--- src/rtl/dispatch_serializer.sv ---
// Dispatch serializer: tracks in-flight instructions and runs privileged,
// CSR and TLB instructions alone with drain, commit wait and refill bubble.
module dispatch_serializer #(
  parameter int MAX_INFLIGHT   = 15,
  parameter int REFILL_CYCLES  = 2,
  parameter int TIMEOUT_CYCLES = 1023,
  localparam int CW = $clog2(MAX_INFLIGHT + 1)
) (
  input  logic          clk,
  input  logic          rst_n,
  input  logic          pri_req_i,
  input  logic          stall_i,
  input  logic          flush_i,
  input  logic [1:0]    issue_cnt_i,
  input  logic [1:0]    commit_cnt_i,
  input  logic          commit_pri_i,
  output logic          block_o,
  output logic          single_o,
  output logic          pri_grant_o,
  output logic [CW-1:0] inflight_o,
  output logic          busy_o,
  output logic          timeout_o,
  output logic          err_o
);

  localparam int TW = $clog2(TIMEOUT_CYCLES + 1);
  localparam int RW = (REFILL_CYCLES > 0) ? $clog2(REFILL_CYCLES + 1) : 1;

  typedef enum logic [2:0] {
    IDLE, DRAIN, ISSUE, WAIT_COMMIT, REFILL
  } state_e;

  state_e        state_q, state_d;
  logic [CW-1:0] inflight_q, inflight_d;
  logic [RW-1:0] refill_q, refill_d;
  logic [TW-1:0] wdog_q, wdog_d;
  logic          err_q, err_d;

  logic [CW:0]   sum, cmt, diff;
  logic          watched, expire;

  always_comb begin
    sum     = {1'b0, inflight_q} + (stall_i ? '0 : (CW+1)'(issue_cnt_i));
    cmt     = (CW+1)'(commit_cnt_i);
    diff    = sum - cmt;
    watched = (state_q == DRAIN) || (state_q == WAIT_COMMIT);
    expire  = watched && (wdog_q == TW'(TIMEOUT_CYCLES - 1));
  end

  always_comb begin
    state_d    = state_q;
    inflight_d = inflight_q;
    refill_d   = refill_q;
    wdog_d     = '0;
    err_d      = err_q;
    if (flush_i) begin
      state_d    = IDLE;
      inflight_d = '0;
      refill_d   = '0;
    end else if (expire) begin
      state_d    = IDLE;
      inflight_d = '0;
    end else begin
      if (cmt > sum) begin
        inflight_d = '0;
        err_d      = 1'b1;
      end else if (diff > (CW+1)'(MAX_INFLIGHT)) begin
        inflight_d = CW'(MAX_INFLIGHT);
        err_d      = 1'b1;
      end else begin
        inflight_d = diff[CW-1:0];
      end
      unique case (state_q)
        IDLE: begin
          if (pri_req_i) state_d = DRAIN;
        end
        DRAIN: begin
          wdog_d = wdog_q + TW'(1);
          if (inflight_q == '0 && !stall_i) state_d = ISSUE;
        end
        ISSUE: begin
          if (!stall_i && issue_cnt_i != 2'd0) begin
            state_d = WAIT_COMMIT;
            if (issue_cnt_i == 2'd2) err_d = 1'b1;
          end
        end
        WAIT_COMMIT: begin
          wdog_d = wdog_q + TW'(1);
          if (commit_pri_i) begin
            state_d  = (REFILL_CYCLES == 0) ? IDLE : REFILL;
            refill_d = RW'(REFILL_CYCLES);
          end
        end
        REFILL: begin
          refill_d = refill_q - RW'(1);
          if (refill_q == RW'(1)) state_d = IDLE;
        end
        default: state_d = IDLE;
      endcase
      // leaving a watched state restarts the watchdog on the next entry
      if (state_d != state_q) wdog_d = '0;
    end
  end

  always_ff @(posedge clk or negedge rst_n) begin
    if (!rst_n) begin
      state_q    <= IDLE;
      inflight_q <= '0;
      refill_q   <= '0;
      wdog_q     <= '0;
      err_q      <= 1'b0;
    end else begin
      state_q    <= state_d;
      inflight_q <= inflight_d;
      refill_q   <= refill_d;
      wdog_q     <= wdog_d;
      err_q      <= err_d;
    end
  end

  assign block_o     = (state_q == DRAIN) || (state_q == WAIT_COMMIT) ||
                       (state_q == REFILL) ||
                       ((state_q == IDLE) && pri_req_i && !flush_i);
  assign pri_grant_o = (state_q == ISSUE) && !flush_i;
  assign single_o    = pri_grant_o;
  assign busy_o      = (state_q != IDLE);
  assign timeout_o   = expire && !flush_i;
  assign inflight_o  = inflight_q;
  assign err_o       = err_q;

endmodule

--- config.mk ---
export PLATFORM = sky130hd
export DESIGN_NAME = dispatch_serializer
export DESIGN_NICKNAME = d
export VERILOG_FILES = /design/src/rtl/dispatch_serializer.sv
export SDC_FILE = /design/constraint.sdc
export NUM_CORES = 1
export LEC_CHECK = 0
export BUFFER_PORTS_ARGS = -buffer_cell sky130_fd_sc_hd__buf_2
export CORE_MARGIN = 8
export CORE_UTILIZATION = 55
export DETAILED_ROUTE_END_ITERATION = 10
export PLACE_DENSITY = 0.76
export SYNTH_ARGS = -nofsm -noshare
export SYNTH_HDL_FRONTEND = slang
export SYNTH_SLANG_ARGS = --single-unit
--- constraint.sdc ---
create_clock -name clk -period 3.35 [get_ports clk]
set_clock_uncertainty 0.2 [all_clocks]
set_input_delay 0.335 -clock clk [delete_from_list [all_inputs] [get_ports clk]]
set_output_delay 0.335 -clock clk [all_outputs]
set_load 0.005 [all_outputs]
# Word-level counts from Yosys, hierarchy flattened
# Index checks and enable logic that the tools add are counted.
dict set report totals {
  latchBits 0
  elab_cells 71
  mem_bits_ro 0
  n_memories 0
  regBits 20
  inputBits 10
  output_inout_bits 10
  ramBits 0
}
dict set report op_classes {
  shift 0
  n_div 0
  n_addsub 4
  n_mul 0
  eq_ne 10
  n_mux 28
  bitwise 2
  n_lt_le_gt_ge 2
  n_reduce_logical 20
}
# operator count
set op_table {}
lappend op_table {{two-way mux 10 bit} 4}
lappend op_table {{two-way mux 3 bit} 9}
lappend op_table {{two-way mux 4 bit} 4}
lappend op_table {{one-hot mux 3 bit (5 select lines)} 1}
lappend op_table {{adder 10 x 1 -> 10 bit, second input constant} 1}
lappend op_table {{equality test 10 bit, second input constant} 1}
lappend op_table {{two-way mux 2 bit} 4}
lappend op_table {{logical AND 1 bit} 7}
lappend op_table {{equality test 3 x 2 -> 1 bit, second input constant} 2}
lappend op_table {{nonzero test 3 bit} 2}
lappend op_table {{adder 4 x 2 -> 5 bit} 1}
lappend op_table {{greater-than comparator 2 x 5 -> 1 bit} 1}
lappend op_table {{greater-than comparator 5 x 4 -> 1 bit, second input constant} 1}
lappend op_table {{two-way mux 1 bit} 5}
lappend op_table {{subtractor 5 x 2 -> 5 bit} 1}
lappend op_table {{zero test 4 bit} 1}
lappend op_table {{one-hot mux 2 bit (2 select lines)} 1}
lappend op_table {{equality test 3 x 1 -> 1 bit, second input constant} 1}
lappend op_table {{equality test 3 bit, second input constant} 1}
lappend op_table {{zero test 3 bit} 1}
lappend op_table {{logical OR 1 bit} 3}
lappend op_table {{!= test 3 bit} 1}
lappend op_table {{!= test 3 bit, second input constant} 1}
lappend op_table {{AND reduction 3 bit} 1}
lappend op_table {{other kinds (9)} 11}

# Longest topological paths before layout
# Gate-level depths: netlist of the first run.
dict set report depth {
  ltp_word 10
  ltp_mapped 10
  depth_no_buf 10
}

# Worst setup path before layout of the first run
# Ideal clock, no wire load.
dict set report synth_timing {
  path_type {input-to-reg}
  start {input issue_cnt_i[0]}
  end {register err_q, in the netlist err_o}
  path_buffers 0
  arrival_ps 2336
  setup_ps 118
  stages 9
  slack_ps 696
  t_required_ps 3032
  cell_sequence {nor2b_1 ha_1 fa_1 inv_1 fa_1 mux2i_1 a31oi_1 nand3_1 a21o_1}
}
dict set report synth_between {
  elab_chain_len 9
  word_cells_on_any_way 13
  classes_between {add/sub (2); order compare (2); eq/ne (1); mux (6); reduce/logical (2)}
}
# element line
set synth_rtl {}
lappend synth_rtl {{from (decl)} 14} ;# input logic [1:0] issue_cnt_i,
lappend synth_rtl {{two-way mux 2 bit} 43} ;# sum = {1'b0, inflight_q} + (stall_i ? '0 : (CW+1)'(issue_cnt_i));
lappend synth_rtl {{adder 4 x 2 -> 5 bit} 43}
lappend synth_rtl {{subtractor 5 x 2 -> 5 bit} 45} ;# diff = sum - cmt;
lappend synth_rtl {{greater-than comparator 5 x 4 -> 1 bit} 67} ;# end else if (diff > (CW+1)'(MAX_INFLIGHT)) begin
lappend synth_rtl {{two-way mux 1 bit} 67}
lappend synth_rtl {{two-way mux 1 bit} 64} ;# if (cmt > sum) begin
lappend synth_rtl {{two-way mux 1 bit} 84} ;# if (issue_cnt_i == 2'd2) err_d = 1'b1;
lappend synth_rtl {{two-way mux 1 bit} 82} ;# if (!stall_i && issue_cnt_i != 2'd0) begin
lappend synth_rtl {{two-way mux 1 bit *} 73} ;# unique case (state_q)
lappend synth_rtl {{to (signal assigned)} 117} ;# err_q <= err_d;
lappend synth_rtl {{to (decl)} 37} ;# logic err_q, err_d;
# Every way passes the cells marked *; elsewhere a longest branch is shown, timed or not.
# A chain may end at the register's enable or synchronous reset.

# Final worst setup path of the first run
dict set report layout_timing {
  start {register inflight_q[0], in the netlist inflight_o[0]}
  end {register err_q, in the netlist err_o}
}
dict set report layout_between {
  elab_chain_len 8
  word_cells_on_any_way 9
  classes_between {add/sub (2); order compare (2); mux (5)}
}
# element line
set layout_rtl {}
lappend layout_rtl {{from (decl)} 34} ;# logic [CW-1:0] inflight_q, inflight_d;
lappend layout_rtl {{from (signal assigned)} 114} ;# inflight_q <= inflight_d;
lappend layout_rtl {{adder 4 x 2 -> 5 bit *} 43}
lappend layout_rtl {{subtractor 5 x 2 -> 5 bit} 45}
lappend layout_rtl {{greater-than comparator 5 x 4 -> 1 bit} 67}
lappend layout_rtl {{two-way mux 1 bit} 67}
lappend layout_rtl {{two-way mux 1 bit *} 64}
lappend layout_rtl {{two-way mux 1 bit} 84}
lappend layout_rtl {{two-way mux 1 bit} 82}
lappend layout_rtl {{two-way mux 1 bit *} 73}
# Marks and branches as above.

==> results of run 1 <==
-- cells in the final DEF, fill, tap and decap left out, types with 2 or more instances in the layout --
cell,netlist,layout
xnor2_1,6,6
xor2_1,5,5
o21ai_0,2,2
clkbuf_4,0,3
inv_1,9,9
a21o_1,2,2
nor2b_1,4,4
dfrtp_1,20,20
and2_1,2,2
mux2i_1,2,2
nand2_1,8,8
or3_1,2,2
nand4_1,3,3
buf_2,1,19
nand3_1,6,6
nor2_1,17,17
a211oi_1,2,2
fa_1,2,2
nand2b_1,3,3
nor4_1,2,2
ha_1,7,7
a21oi_1,8,8
-- power by group through the flow --
stage	registers [mW]	logic, mW	clock network (mW)
after floorplan	0.297	0.227	0
after global placement	0.316	0.282	0
after detailed placement	0.319	0.293	0
after CTS	0.313	0.295	0.147
after global routing	0.320	0.344	0.157
final	0.314	0.294	0.140
-- repair_timing --
| action | CTS | global route |
|---|---|---|
| hold endpoints to repair | 20 | 0 |
| hold buffers | 1 | 0 |
| endpoints found under the setup margin | 0 | 0 |
-- cells in the mapped netlist (all sizes together) --
library cell  instances  area, sq um
or3                   2         12.5
xor2                  5         43.8
xnor2                 6         52.6
nor3                  1         5.00
a21oi                 8         40.0
and2                  2         12.5
or4                   1         7.51
dfrtp                20          500
nand4                 3         18.8
or3b                  2         17.5
a32oi                 1         8.76
nor3b                 1         7.51
a311oi                1         15.0
ha                    7         87.6
inv                   9         33.8
and4                  1         8.76
nor2                 17         63.8
nand3b                1         7.51
nor4b                 1         8.76
mux2i                 2         20.0
a31oi                 1         6.26
nand2                 9         36.3
o311ai                1         8.76
o21ai                 2         10.0
nor4                  2         12.5
nor2b                 4         25.0
a21o                  2         15.0
buf                   3         20.0
o221a                 1         11.3
fa                    2         40.0
nand3                 6         30.0
a211oi                2         15.0
o31ai                 1         7.51
nand2b                3         18.8
-- layout make-up --
| class | count | area, sq um | share of cell area |
|---|---|---|---|
| clock buffers | 4 | 36.3 | 0.0262 |
| inverters | 9 | 33.8 | 0.0244 |
| multi-input cells | 98 | 674 | 0.487 |
| flip-flops and latches | 20 | 500 | 0.361 |
| well taps | 28 | 35.0 | 0.0253 |
| repair buffers | 20 | 105 | 0.0759 |
-- kinds of logic (layout without fill, tap and decap cells) --
logic type               count (synthesis)  in the layout  synth area share
XOR/XNOR                                11             11            0.0784
flip-flops                              20             20             0.407
multiplexers                             2              2            0.0163
adder cells (fa/ha/maj)                  9              9             0.104
buffers and inverters                   12             33            0.0438
AND/OR/NAND/NOR                         56             56             0.238
AO/OA/AOI/OAI                           20             20             0.112
-- metrics by stage --
step                hold WS (ns)  std cells  power, mW  setup WS, ns
global route              0.0523        179      0.821         0.343
global placement           0.101        174      0.597         0.511
finish                    0.0593        179      0.748         0.558
detailed placement         0.107        174      0.611         0.411
floorplan                 -0.161        130      0.524         0.696
CTS                       0.0474        179      0.755         0.569
-- metal layers --
| layer | vias to the layer above | GRT usage | share of wire |
|---|---|---|---|
| met2 | 18 | 0.227 | 0.50 |
| met3 | 6 | 0.0177 | 0.030 |
| met4 | 0 | 0.0947 | 0.030 |
| met1 | 472 | 0.152 | 0.44 |
| li1 | 499 | - | - |
| met5 | - | 0 | 0 |
-- registers in the layout, indices dropped and copies added, names as in the netlist --
name	count
state_q	3
err_o	1
inflight_o	4
refill_q	2
wdog_q	10
-- final timing paths --
path | startpoint | to | slack [ns]
max | inflight_o[0]$_DFF_PN0_ | err_o$_DFFE_PN0P_ | 0.56
min | flush_i | refill_q[0]$_DFFE_PN0P_ | 0.06
max reg2reg | inflight_o[0]$_DFF_PN0_ | err_o$_DFFE_PN0P_ | 0.56
min reg2reg | err_o$_DFFE_PN0P_ | err_o$_DFFE_PN0P_ | 0.27
max in group asynchronous | rst_n | wdog_q[9]$_DFF_PN0_ | 2.35
min in group asynchronous | rst_n | state_q[0]$_DFF_PN0_ | 0.30
==> flow_metrics.tcl, run 1 <==
set metrics [dict create \
    slew_headroom 0.439 \
    crit_slowest_cell "fa_1" \
    htreeDepth 1 \
    critPathLaunchType "flip-flop" \
    swShare 0.373 \
    syn_area_sq_um 1230 \
    cts_resized 0 \
    drive_above_1_share 0.179 \
    drv_cap 0 \
    insertedDiodeCount 0 \
    outcome "finished, final reports clean" \
    grt_max_degree 21 \
    ir_drop_uv 447 \
    cp_common_cell "fa_1" \
    track_usage 0.134 \
    portBuffers 19 \
    yosys_warnings 0 \
    p_int_mw 0.469 \
    crit_buf_inv 1 \
    tns_ns 0 \
    clk_pin_slew_ns 0.11 \
    powerDensity_nw_per_um2 540 \
    fmax_ghz 0.358 \
    worst_slew_pin_slew_ns 0.833 \
    syn_inst 130 \
    final_cell_area_sq_um 1390 \
    dpl_cell_area_sq_um 1340 \
    synth_nets 149 \
    cpPeakStageDelay_ns 0.53 \
    die_height_um 63.3 \
    crit_fanout 4 \
    clk_path_buf_depth 2 \
    cp.required_ns 3.36 \
    cp_num_cells 8 \
    period_share 0.833 \
    cts_tree "built" \
    drt_pass1_iterations 4 \
    antenna_found_initial 0 \
    p_leak_nw 0.633 \
    worst_setup_path_end_kind "flip-flop" \
    die_area_sq_um 4000 \
    synth.avg_cell_area_sq_um 9.45 \
    clkLatencyLatePin_ns 0.30 \
    dr_total_vias 995 \
    final_nets 171 \
    yosysSeqAreaShare 0.407 \
    wire_per_inst_um 13.6 \
    first_iter_violations 26 \
    cts_inserted_buffers 3 \
    clockPowerShare 0.187 \
    area_delta_synth_final_pct 12.7 \
    reg2reg_depth 8 \
    drv_slew 0 \
    pin_count 20 \
    pwr-share-seq 0.420 \
    ys_ff_latch 20 \
    vias_per_cell 5.56 \
    postCtsSetupRepairBufs 0 \
    utilization 0.638 \
    switchingPower_mw 0.279 \
    path_class "flip-flop to flip-flop" \
    crit_family "adder cells" \
    post-route-min-period_ns 2.79 \
    fp-row-count 17 \
    hold_class "input pin to flip-flop" \
    initial_core_util 0.566 \
    place.gp.congestion 0.870 \
    drc 0 \
    comb_power_share 0.393 \
    cp.arrival_ns 2.80 \
    cts_num_sinks 20 \
    finalSetupViolations 0 \
    die_w_um 63.3 \
    cts-root-buf "clkbuf_4" \
    hpwl_mm 1.95 \
    hold_path_depth 2 \
    overflow 0 \
    finalHoldViolations 0 \
    nFillCells 202 \
    grt_first_pass_wirelength_mm 4.45 \
    synth_cell_types 37 \
    path_cells "ha_1, fa_1, inv_1, fa_1, mux2i_1, a31oi_1, nand3_1, a21o_1" \
    grt_pass1_vias 1025 \
    rsz0062_at_grt "no" \
    wirelength_mm 2.43 \
    ant_nets 0 \
    design.core.area_sq_um 2170 \
]
Power figures use the tool's default switching activity.
==> run 2: changes to the inputs <==
Settings changed: ABC_AREA from default to 1, CORE_ASPECT_RATIO from default to 1.75, CORE_UTILIZATION 55 to 51, PLACE_DENSITY 0.76 to 0.73.
Clock period 3.35 ns to 2.3 ns, I/O delays scaled along.
==> run 2 against run 1 <==
The flow now finishes with violations (negative setup slack). Highest routed layer unchanged. Count of clock-buffer cells in the layout is the same. Largest power group is now combinational logic. Sequential power rose by 42%. First-iteration DRC count is 23% higher. Critical endpoint is now inflight_o[0]$_DFF_PN0_.
==> flow_metrics.tcl, run 2 <==
set metrics [dict create \
    yosys.area_share.simple 0.361 \
    hold_class "input pin to flip-flop" \
    crit_slowest_cell "fa_1" \
    fp-row-count 25 \
    synthMuxAreaShare 0 \
    cts_tree "built" \
    whs_ns 0.167 \
    yosysTopAreaCellShare 0.361 \
    path_class "flip-flop to flip-flop" \
    synth_xor_area_frac 0.0252 \
    cp_common_cell "nand2_1" \
    slew_headroom 0.697 \
    area_delta_synth_final_pct 19.2 \
    synth_nets 213 \
    place.gp.congestion 0.781 \
    insertedDiodeCount 0 \
    drc 0 \
    reg2reg_depth 12 \
    failed_checks "negative setup slack" \
    grt_first_pass_wirelength_mm 5.40 \
    yosys_warnings 0 \
    placed_cells 243 \
    die_area_sq_um 4710 \
    worst_slew_pin_slew_ns 0.455 \
    htreeDepth 1 \
    hold_path_depth 4 \
    antenna_found_initial 0 \
    worst_setup_path_end_kind "flip-flop" \
    cts-root-buf "clkbuf_8" \
    die_w_um 55.4 \
    instances_no_fill 252 \
    synth.avg_cell_area_sq_um 7.15 \
    ys_ff_latch 20 \
    track_usage 0.136 \
    clk_pin_slew_ns 0.08 \
    rsz0062_at_grt "yes" \
    path_cells "ha_2, fa_1, inv_2, fa_2, inv_2, nor2_2, nand2_1, nand2_1, nand2_2, nand2_1, nand2_2, inv_1" \
    clk_path_buf_depth 2 \
    portBuffers 19 \
    final_nets 245 \
    crit_buf_inv 3 \
    critPathLaunchType "flip-flop" \
    cpPeakStageDelay_ns 0.52 \
    period_share 1.02 \
    worstSetupStartpoint "inflight_o[0]$_DFF_PN0_" \
    regMostFlops "wdog_q" \
    hpwl_mm 2.56 \
    design.core.area_sq_um 2660 \
    mostFrequentLayoutCells "nand2_1, inv_1, nor2_1" \
    synth_adder_area_share 0.0920 \
    wire_per_inst_um 13.1 \
    first_iter_violations 32 \
    drv_cap 0 \
    rr_startpoint "inflight_o[0]$_DFF_PN0_" \
    grt_max_degree 21 \
    crit_fanout 4 \
    finalSetupViolations 4 \
    synthFlopType "dfrtp_1" \
    tns_ns -0.0895 \
    synth_cell_types 27 \
    yosysSeqAreaShare 0.361 \
    syn_inst 194 \
    synth_commonest_cells "nand2_1, inv_1, nor2_1, dfrtp_1, nand3_1" \
    ir_drop_uv 557 \
    clkLatencyLatePin_ns 0.26 \
    fin_ws_ns -0.0363 \
    synth_compound_area_frac 0.0667 \
    syn_area_sq_um 1390 \
    vias_per_cell 5.20 \
    initial_core_util 0.522 \
    p_leak_nw 0.916 \
    largest_reg_flops 10 \
    fmax_ghz 0.428 \
    drv_slew 0 \
    grt_pass1_vias 1318 \
    crit_family "adder cells" \
    dr_total_vias 1310 \
    layout_commonest_cell "nand2_1" \
    wirelength_mm 3.31 \
    cp_num_cells 12 \
    cp.required_ns 2.27 \
    pin_count 20 \
    finalHoldViolations 0 \
    synth_top_area_cell "dfrtp_1" \
    overflow 0 \
    outcome "finished, violations left" \
    powerDensity_nw_per_um2 840 \
    cts_inserted_buffers 3 \
    synth.most_common_cell "nand2_1" \
    synth_top_family_by_area "simple AND/OR/NAND/NOR gates" \
    cp.arrival_ns 2.30 \
    drive_above_1_share 0.227 \
    die_height_um 85 \
    ant_nets 0 \
    ys_top_cells_by_area "dfrtp_1, nand2_1, inv_1" \
    drt_pass1_iterations 4 \
    power.total_mw 1.39 \
    post-route-min-period_ns 2.34 \
    hp-start "commit_pri_i" \
    synth_async_sr_flop_share 1.00 \
    synth-edff-count 0 \
    cts_num_sinks 20 \
]
[run 2: cell count changes after synthesis, sizes merged, moves of 3 or more]
| cell | before | now |
|---|---|---|
| nand2 | 9 | 52 |
| inv | 9 | 33 |
| nor2 | 17 | 32 |
| nand3 | 6 | 20 |
| xnor2 | 6 | 0 |
| nor2b | 4 | 0 |
| a21oi | 8 | 5 |
| nand2b | 3 | 0 |
| or2 | 0 | 3 |
[run 2: worst register-to-register path: cells and delay by family, from the launching register on]
kind | cells | cell delay [ns]
DFF | 1 | 0.39
adders and majority gates | 3 | 1.08
and+or+nand+nor | 6 | 0.41
buffers and inverters | 3 | 0.15
[run 2: worst paths after layout]
path	end	slack, ns
hold reg to reg	refill_q[0]$_DFFE_PN0P_	0.30
setup reg to reg	inflight_o[0]$_DFF_PN0_	-0.04
hold / removal	state_q[1]$_DFF_PN0_	0.17
min in group asynchronous	state_q[2]$_DFF_PN0_	0.24
max in group asynchronous	wdog_q[1]$_DFF_PN0_	1.35
setup / recovery	inflight_o[0]$_DFF_PN0_	-0.04
[run 2: cell type report]
| cell class | count | area, sq um |
|---|---|---|
| inverter | 33 | 124 |
| sequential | 20 | 500 |
| tap | 27 | 33.8 |
| fill | 237 | 1000 |
| clock buffer | 4 | 55.1 |
| multi-input combinational | 140 | 773 |
| timing repair buffer | 28 | 168 |
[run 2: routing by layer]
metal / part of all wire / GRT usage
met2: 0.58 / 0.277
met4: 0.019 / 0.0608
met5: 0 / 0
met3: 0.028 / 0.0224
met1: 0.37 / 0.123
[run 2: logic make-up (layout without fill, tap and decap cells)]
logic type | count (synthesis) | count (layout)
buffers and inverters | 34 | 65
AOI/OAI and AO/OA | 15 | 15
DFF | 20 | 20
and+or+nand+nor | 112 | 112
adders and majority gates | 9 | 9
xor gates and xnor gates | 4 | 4
[run 2: repair_timing]
action                                 4_1_cts  5_1_grt
pin swaps                                    5        3
hold buffers                                 2        0
setup endpoints to repair                    4        5
cloned                                       0        0
resized for setup                            6        2
endpoints found under the hold margin       21        0
buffers inserted                             1        2
[run 2: report_power, final]
part           internal (mW)  total (mW)  switching, mW  leakage, nW
registers              0.392       0.446         0.0533        0.268
clock network          0.153       0.274          0.121       0.0288
logic                  0.280       0.671          0.390        0.620
total                  0.825        1.39          0.565        0.916
[run 2: stage by stage]
stage | instance area [sq um] | setup WS (ns) | utilization
after floorplan | 1390 | 0.0156 | -
after global placement | 1540 | -0.109 | 0.580
after detailed placement | 1540 | -0.167 | 0.580
after CTS | 1640 | -0.0705 | 0.616
after global routing | 1650 | -0.127 | 0.622
final | 1650 | -0.0363 | 0.622
==> run 3: changes to the inputs <==
Settings changed: MAX_ROUTING_LAYER from default to met4, SKIP_LAST_GASP from default to 1.
==> run 3 against run 2 <==
The flow still finishes with violations (negative setup slack). Fmax about the same. Sequential power about the same. Non-clock buffer count unchanged. Via count up 0.69%.
==> flow_metrics.tcl, run 3 (synthesis gave the netlist of run 2 again) <==
set metrics [dict create \
    initial_core_util 0.522 \
    cts_inserted_buffers 3 \
    drive_above_1_share 0.227 \
    crit_fanout 4 \
    finalHoldViolations 0 \
    insertedDiodeCount 0 \
    die_w_um 55.4 \
    cts_tree "built" \
    finalSetupViolations 4 \
    placed_cells 243 \
    reg2reg_slack_ns -0.04 \
    hp-start "commit_pri_i" \
    drc 0 \
    die_height_um 85 \
    period_share 1.02 \
    cts-root-buf "clkbuf_8" \
    worst_slew_pin_slew_ns 0.455 \
    failed_checks "negative setup slack" \
    hold_path_end "state_q[1]$_DFF_PN0_" \
    drv_slew 0 \
    ir_drop_uv 557 \
    worst_setup_path_end_kind "flip-flop" \
    die_area_sq_um 4710 \
    place_ws_ns -0.167 \
    cp.required_ns 2.27 \
    fin_ws_ns -0.0357 \
    rsz0062_at_grt "yes" \
    reg2reg_depth 12 \
    dr_total_vias 1319 \
    hold_path_depth 4 \
    layout_commonest_cell "nand2_1" \
    grt_max_degree 21 \
    portBuffers 19 \
    area_delta_synth_final_pct 19.2 \
    hpwl_mm 2.56 \
    final_cell_area_sq_um 1650 \
    critPathLaunchType "flip-flop" \
    slew_headroom 0.697 \
    regMostFlops "wdog_q" \
    design.core.area_sq_um 2660 \
    track_usage 0.140 \
    clkLatencyLatePin_ns 0.26 \
    grt_pass1_vias 1316 \
    place.gp.congestion 0.792 \
    ant_nets 0 \
    p_leak_nw 0.916 \
    whs_ns 0.167 \
    r2r_end "inflight_o[0]$_DFF_PN0_" \
    powerDensity_nw_per_um2 840 \
    first_iter_violations 37 \
    grt_first_pass_wirelength_mm 5.40 \
    antenna_found_initial 0 \
    vias_per_cell 5.23 \
    fmax_ghz 0.428 \
    path_class "flip-flop to flip-flop" \
    post-route-min-period_ns 2.34 \
    htreeDepth 1 \
    wire_per_inst_um 13.1 \
    drv_cap 0 \
    wirelength_mm 3.30 \
    clk_pin_slew_ns 0.07 \
    tns_ns -0.0884 \
    largest_reg_flops 10 \
    rr_startpoint "inflight_o[0]$_DFF_PN0_" \
    final_nets 245 \
    mostFrequentLayoutCells "nand2_1, inv_1, nor2_1" \
    clk_path_buf_depth 2 \
    fp-row-count 25 \
    drt_pass1_iterations 4 \
    cts_num_sinks 20 \
    dpl_cell_area_sq_um 1540 \
    overflow 0 \
    pin_count 20 \
    outcome "finished, violations left" \
    cp.arrival_ns 2.30 \
    instances_no_fill 252 \
    nFillCells 237 \
    hold_class "input pin to flip-flop" \
]
## run 3: cell counts in the layout (fill, tap and decap cells not counted)
Identical to the previous run, type by type.
## run 3: final cells by class
cell class                 count  area (sq um)  area share
multi-input combinational    140           773       0.467
clock buffer                   4          55.1      0.0333
sequential                    20           500       0.303
inverter                      33           124      0.0749
tap                           27          33.8      0.0204
timing repair buffer          28           168       0.101
## run 3: how the worst max path moves through the flow
stage	startpoint	endpoint	slack [ns]	cells past startpoint
after floorplan	inflight_o[0]$_DFF_PN0_	err_o$_DFFE_PN0P_	0.02	12
after global placement	issue_cnt_i[0]	inflight_o[0]$_DFF_PN0_	-0.11	15
after detailed placement	issue_cnt_i[0]	inflight_o[0]$_DFF_PN0_	-0.17	15
after CTS	inflight_o[0]$_DFF_PN0_	inflight_o[0]$_DFF_PN0_	-0.07	12
after global routing	inflight_o[0]$_DFF_PN0_	inflight_o[1]$_DFF_PN0_	-0.13	11
final	inflight_o[0]$_DFF_PN0_	inflight_o[0]$_DFF_PN0_	-0.04	12
## run 3: per-stage QoR
stage                     power, mW   util
after floorplan               0.834      -
after global placement         1.03  0.580
after detailed placement       1.05  0.580
after CTS                      1.37  0.616
after global routing           1.49  0.622
final                          1.39  0.622
## run 3: metal layers
layer | part of all wire | vias up | wire, um | global-route usage
met5 | 0 | - | 0 | -
met2 | 0.58 | 25 | 1930 | 0.277
met1 | 0.37 | 622 | 1230 | 0.124
met4 | 0.019 | 0 | 62 | 0.0608
li1 | - | 667 | - | -
met3 | 0.024 | 5 | 79 | 0.0194
## run 3: timing repair
action	in CTS	in global routing
setup buffers	1	2
endpoints found under the setup margin	4	5
resized for setup	6	2
pin swaps	5	3
hold endpoints to repair	21	0
hold buffers	2	0
## run 3: power breakdown
| group | internal, mW | switching [mW] |
|---|---|---|
| clock network | 0.153 | 0.121 |
| logic | 0.280 | 0.390 |
| registers | 0.392 | 0.0533 |
| total | 0.825 | 0.564 |
## run 3: worst max-delay path: stages, from the launching register on
cell	delay, ns
dfrtp_1	0.39
ha_2	0.20
fa_1	0.52
inv_2	0.05
fa_2	0.36
inv_2	0.06
nor2_2	0.04
nand2_1	0.06
nand2_1	0.07
nand2_2	0.10
nand2_1	0.07
nand2_2	0.07
inv_1	0.04
